## src/rtl/mips_pkg.sv

```systemverilog
// Shared definitions for the MIPS boot path.
//
// Contents:
//   WORD_W          instruction word width in bits
//   BYTE_W          stream byte width in bits
//   loader_state_e  program_loader FSM states
package mips_pkg;

    localparam int WORD_W = 32;
    localparam int BYTE_W = 8;

    // Loader FSM: two header bytes, then per word four DATA bytes
    // followed by one WRITE cycle. DONE and ERROR are parking states
    // that only a start pulse or reset can leave.
    typedef enum logic [2:0] {
        HDR_HI = 3'd0,
        HDR_LO = 3'd1,
        DATA   = 3'd2,
        WRITE  = 3'd3,
        DONE   = 3'd4,
        ERROR  = 3'd5
    } loader_state_e;

endpackage

```

## src/rtl/program_loader.sv

```systemverilog
// program_loader
//
// Boot-time loader in front of the single-cycle MIPS core's instruction
// memory. It takes a byte stream made of a 16-bit big-endian word-count
// header followed by count*4 bytes. It assembles big-endian 32-bit words and
// writes them to instruction memory from byte address 0 upward. The core is
// held in reset until the whole image has been written.
//
// Ports:
//   clk           system clock, rising edge
//   reset         synchronous active-high reset
//   in_valid      in_data carries a byte
//   in_data       stream byte
//   in_ready      loader accepts a byte this cycle
//   start         one-cycle reload request, honoured in DONE or ERROR only
//   imem_we       instruction-memory write strobe, one cycle per word
//   imem_addr     word-aligned byte address of the write
//   imem_wdata    word being written
//   cpu_resetN    active-low core reset, high only in DONE
//   done          image loaded, core released
//   error         header count exceeded DEPTH_WORDS
//   words_loaded  words written since the load began
module program_loader
    import mips_pkg::*;
#(
    parameter int DEPTH_WORDS = 256,
    parameter int CNT_W       = 16
) (
    input  logic                clk,
    input  logic                reset,
    input  logic                in_valid,
    input  logic [BYTE_W-1:0]   in_data,
    output logic                in_ready,
    input  logic                start,
    output logic                imem_we,
    output logic [WORD_W-1:0]   imem_addr,
    output logic [WORD_W-1:0]   imem_wdata,
    output logic                cpu_resetN,
    output logic                done,
    output logic                error,
    output logic [CNT_W-1:0]    words_loaded
);

    localparam logic [CNT_W:0] DEPTH_L = DEPTH_WORDS[CNT_W:0];

    loader_state_e                state, next_state;
    logic [CNT_W-1:0]             count_q;
    logic [CNT_W-1:0]             word_idx;
    logic [1:0]                   byte_idx;
    logic [WORD_W-BYTE_W-1:0]     word_q;
    logic                         accept;
    logic [CNT_W-1:0]             hdr_count;
    logic                         last_word;

    // State register. Reset takes priority over everything, including start.
    always_ff @(posedge clk) begin
        if (reset) begin
            state <= HDR_HI;
        end else begin
            state <= next_state;
        end
    end

    // Next-state logic. The full header count is formed from the stored
    // high byte and the low byte that is arriving now. This lets HDR_LO
    // branch straight to DONE or ERROR without an extra cycle.
    always_comb begin
        next_state = state;
        accept     = in_valid & in_ready;
        hdr_count  = {count_q[CNT_W-1:BYTE_W], in_data};
        last_word  = (word_idx == count_q - CNT_W'(1));
        case (state)
            HDR_HI: begin
                if (accept) next_state = HDR_LO;
            end
            HDR_LO: begin
                if (accept) begin
                    if (hdr_count == '0)
                        next_state = DONE;
                    else if ({1'b0, hdr_count} > DEPTH_L)
                        next_state = ERROR;
                    else
                        next_state = DATA;
                end
            end
            DATA: begin
                if (accept && byte_idx == 2'd3) next_state = WRITE;
            end
            WRITE: begin
                next_state = last_word ? DONE : DATA;
            end
            DONE, ERROR: begin
                if (start) next_state = HDR_HI;
            end
            default: next_state = HDR_HI;
        endcase
    end

    // Status outputs are registered copies of next-state decodes. They
    // therefore line up with the state register, and no input reaches an
    // output combinationally. During reset all of them read 0. As a result,
    // in_ready comes up one cycle after reset is released.
    always_ff @(posedge clk) begin
        if (reset) begin
            in_ready   <= 1'b0;
            imem_we    <= 1'b0;
            cpu_resetN <= 1'b0;
            done       <= 1'b0;
            error      <= 1'b0;
        end else begin
            in_ready   <= (next_state == HDR_HI) || (next_state == HDR_LO) ||
                          (next_state == DATA);
            imem_we    <= (next_state == WRITE);
            cpu_resetN <= (next_state == DONE);
            done       <= (next_state == DONE);
            error      <= (next_state == ERROR);
        end
    end

    // Datapath: header capture, byte shifter and word counters.
    // Bytes are shifted in from the right, so the first byte ends up in
    // [31:24]. On the fourth byte, address and data are latched directly
    // into the output registers. They are then stable for the WRITE cycle
    // and hold their values afterwards.
    always_ff @(posedge clk) begin
        if (reset) begin
            count_q      <= '0;
            word_idx     <= '0;
            byte_idx     <= '0;
            word_q       <= '0;
            imem_addr    <= '0;
            imem_wdata   <= '0;
            words_loaded <= '0;
        end else begin
            case (state)
                HDR_HI: begin
                    if (accept) count_q[CNT_W-1:BYTE_W] <= in_data;
                end
                HDR_LO: begin
                    if (accept) count_q[BYTE_W-1:0] <= in_data;
                end
                DATA: begin
                    if (accept) begin
                        byte_idx <= byte_idx + 2'd1;
                        word_q   <= {word_q[WORD_W-2*BYTE_W-1:0], in_data};
                        if (byte_idx == 2'd3) begin
                            imem_addr  <= {{(WORD_W-CNT_W-2){1'b0}}, word_idx, 2'b00};
                            imem_wdata <= {word_q, in_data};
                        end
                    end
                end
                WRITE: begin
                    word_idx     <= word_idx + CNT_W'(1);
                    words_loaded <= words_loaded + CNT_W'(1);
                end
                DONE, ERROR: begin
                    if (start) begin
                        word_idx     <= '0;
                        byte_idx     <= '0;
                        words_loaded <= '0;
                    end
                end
                default: ;
            endcase
        end
    end

endmodule

```

## config.mk

```make
export PLATFORM = sky130hd
export DESIGN_NAME = program_loader
export DESIGN_NICKNAME = d
export VERILOG_FILES = /design/src/rtl/mips_pkg.sv /design/src/rtl/program_loader.sv
export SDC_FILE = /design/constraint.sdc
export NUM_CORES = 1
export LEC_CHECK = 0
export CAP_MARGIN = 20
export CORE_UTILIZATION = 40
export CTS_CLUSTER_DIAMETER = 40
export DETAILED_ROUTE_END_ITERATION = 6
export HOLD_SLACK_MARGIN = 0.06
export PLACE_DENSITY = 0.64
export SETUP_SLACK_MARGIN = 0.15
export SLEW_MARGIN = 25
export SYNTH_ARGS = -nofsm -noshare
export SYNTH_HDL_FRONTEND = slang
export SYNTH_SLANG_ARGS = --single-unit
```

## constraint.sdc

```tcl
create_clock -name clk -period 6.51 [get_ports clk]
set_clock_uncertainty 0.15 [all_clocks]
set_input_delay 0.9765 -clock clk [delete_from_list [all_inputs] [get_ports clk]]
set_output_delay 0.9765 -clock clk [all_outputs]
set_load 0.1 [all_outputs]
```

==> results.json <==
{
  "drt-pass1-iter-count": 5,
  "drtAntennaViolNets": 0,
  "crit_path_max_fanout": 28,
  "fin_crit_sh": 0.577,
  "vias_per_cell": 5.16,
  "cp-end-kind": "flop",
  "antenna_found_initial": 0,
  "fmax_mhz": 266,
  "grt_util_met1": 0.259,
  "drc": 0,
  "layout_common_cells": "nand2_1 (165), dfxtp_1 (129), a21oi_1 (92), clkdlybuf4s50_1 (79), nor2_1 (51)",
  "min_period_ns": 3.76,
  "r2r_cells": 7,
  "async_reset_ff_frac": 0,
  "hp-start": "word_q[18]",
  "clk_path_buf_depth": 2,
  "startpoint_type": "primary input",
  "use_met3": 0.0423,
  "layout_commonest_cell": "nand2_1",
  "cts_tree": "built",
  "ys_warn_count": 0,
  "synthFlopType": "dfxtp_1",
  "grt_pass1_vias": 4486,
  "post_drt_wl_per_cell_um": 13.7,
  "drive_gt1_frac": 0.0578,
  "power.leakage_nw": 2.37,
  "worstSetupPathType": "primary input to flop",
  "cts_resized": 0,
  "die_x_um": 120,
  "synth-seq-cells": 129,
  "hold_viol_final": 0,
  "synth.distinct_cells": 60,
  "cts_root_buf": "clkbuf_16",
  "core-area_mm2": 0.0134,
  "status": "completed",
  "htreeDepth": 4,
  "dp_hpwl_um": 8950,
  "grt_pass1_wl_um": 21500,
  "nets": 764,
  "pwr_density_cell_mw_per_mm2": 273,
  "rrSetupSlack_ns": 3.36,
  "start_util": 0.415,
  "clk_pin_slew_ns": 0.05,
  "globalRouteTotalUtil": 0.189,
  "n_antenna_cell": 0,
  "globalRouteMet2Util": 0.285,
  "numCtsBuffers": 17,
  "cp.required_ns": 6.65,
  "cts.sink_count": 129,
  "die_y_um": 120,
  "holdPathEnd": "word_q[18]",
  "cp_data_arrival_time_ns": 3.89,
  "detail_route.wirelength_um": 12900,
  "min_delay_path_depth": 2,
  "synth_seq_area_share": 0.464,
  "synth_edf_count": 0,
  "syn_inst": 692,
  "fin_tns_setup_ns": 0,
  "avgSynthCellArea_um2": 8.04,
  "busiest_layer": "met2",
  "worst_slew_pin_slew_ns": 0.990,
  "rr_startpoint": "state[2]",
  "first_iter_violations": 369,
  "grt_overflow": 0,
  "vias": 4831,
  "place_congestion": 0.836,
  "grt_max_degree": 103,
  "r2r-end": "imem_wdata[23]",
  "holdCritPathClass": "flop to flop",
  "ctsHoldBuffers": 0,
  "io_buffer_count": 80,
  "rows": 42,
  "rsz0062_at_grt": "no",
  "die_area_mm2": 0.0144,
  "peakVddDrop_mv": 0.223,
  "insertion_delay_ns": 0.41,
  "io_pins": 97,
  "setup-violations-final": 0,
  "post-cts-setup-buffers": 0,
  "max_slew_margin": 0.338,
  "final_util": 0.520,
  "synth_area_mm2": 0.00557,
  "slew_violations": 0,
  "syn_to_final_growth_pct": 25.2,
  "cap_violations": 0
}
[how the worst max path moves through the flow]
stage | endpoint | start | slack (ns) | depth (start not counted)
floorplan | imem_addr[2] | in_ready | 3.73 | 9
global placement | imem_wdata[1] | in_valid | 2.38 | 8
detailed placement | imem_wdata[18] | in_valid | 2.29 | 8
CTS | imem_wdata[23] | in_valid | 2.70 | 8
global route | imem_wdata[9] | in_valid | 2.41 | 8
finish | imem_wdata[23] | in_valid | 2.75 | 8
[final cells by class]
class / count / area (um2)
sequential: 129 / 2580
inverter: 12 / 45.0
timing repair buffer: 84 / 846
multi-input combinational: 504 / 2660
clock inverter: 12 / 156
clock buffer: 20 / 457
fill: 1284 / 6430
tap: 176 / 220
[per-layer routing]
metal  vias to the layer above  part of all wire
li1                       2419                 -
met2                       141              0.45
met3                        16             0.048
met4                         0             0.017
met1                      2255              0.49
met5                         -                 0
[through the flow]
step	cell area, um2	hold slack, ns	std cells	total power [mW]	worst slack [ns]
6_report	6970	0.304	937	1.90	2.75
3_3_place_gp	6330	0.295	904	0.943	2.38
5_1_grt	6970	0.326	937	1.96	2.41
4_1_cts	6940	0.306	936	1.92	2.70
2_1_floorplan	5620	0.282	707	0.929	3.73
3_5_place_dp	6330	0.297	904	0.944	2.29
[cells by family (layout without fill, tap and decap cells)]
family / count (synthesis) / count (layout) / synth area share
compound gates: 127 / 127 / 0.129
xor+xnor: 40 / 40 / 0.0630
fa+ha+maj: 4 / 4 / 0.00899
buf+inv: 74 / 128 / 0.0681
flops: 129 / 129 / 0.464
mux: 10 / 10 / 0.0180
other cells: 1 / 16 / 0.000674
simple gates: 307 / 307 / 0.248
[synth_stat cells (all sizes together) (3+ instances only)]
| master | n | area share |
|---|---|---|
| nand3b | 3 | 0.0040 |
| or4 | 4 | 0.0061 |
| mux2i | 10 | 0.018 |
| ha | 4 | 0.0090 |
| o211ai | 3 | 0.0040 |
| a21oi | 92 | 0.083 |
| nand2 | 165 | 0.11 |
| nor2b | 4 | 0.0045 |
| buf | 27 | 0.033 |
| dfxtp | 129 | 0.46 |
| or2 | 3 | 0.0034 |
| nor3 | 14 | 0.013 |
| clkbuf | 34 | 0.025 |
| xor2 | 20 | 0.031 |
| nand3 | 21 | 0.019 |
| inv | 12 | 0.0081 |
| nor3b | 3 | 0.0040 |
| nand4 | 8 | 0.0090 |
| or3 | 10 | 0.011 |
| o311ai | 3 | 0.0047 |
| nor4 | 4 | 0.0045 |
| nor2 | 51 | 0.034 |
| o21ai | 11 | 0.011 |
| and3 | 4 | 0.0045 |
| xnor2 | 20 | 0.031 |
[registers in the layout, indices dropped and copies added (netlist names)]
register      flops
imem_wdata       32
word_q           24
count_q          16
imem_addr        16
word_idx         16
words_loaded     16
state             3
byte_idx          2
done              1
error             1
imem_we           1
in_ready          1
[worst max-delay path, stage by stage]
cell,delay [ns]
clkdlybuf4s50_1,0.47
nand3b_1,0.17
nor2_1,0.18
and2_1,0.75
nand2_1,0.70
buf_4,0.44
nand2_1,0.10
a21oi_1,0.07
[where the power goes]
part	switching [mW]	internal (mW)
logic	0.0919	0.0343
registers	0.00902	0.795
clock network	0.346	0.624
total	0.447	1.45
Power figures use the tool's default switching activity.
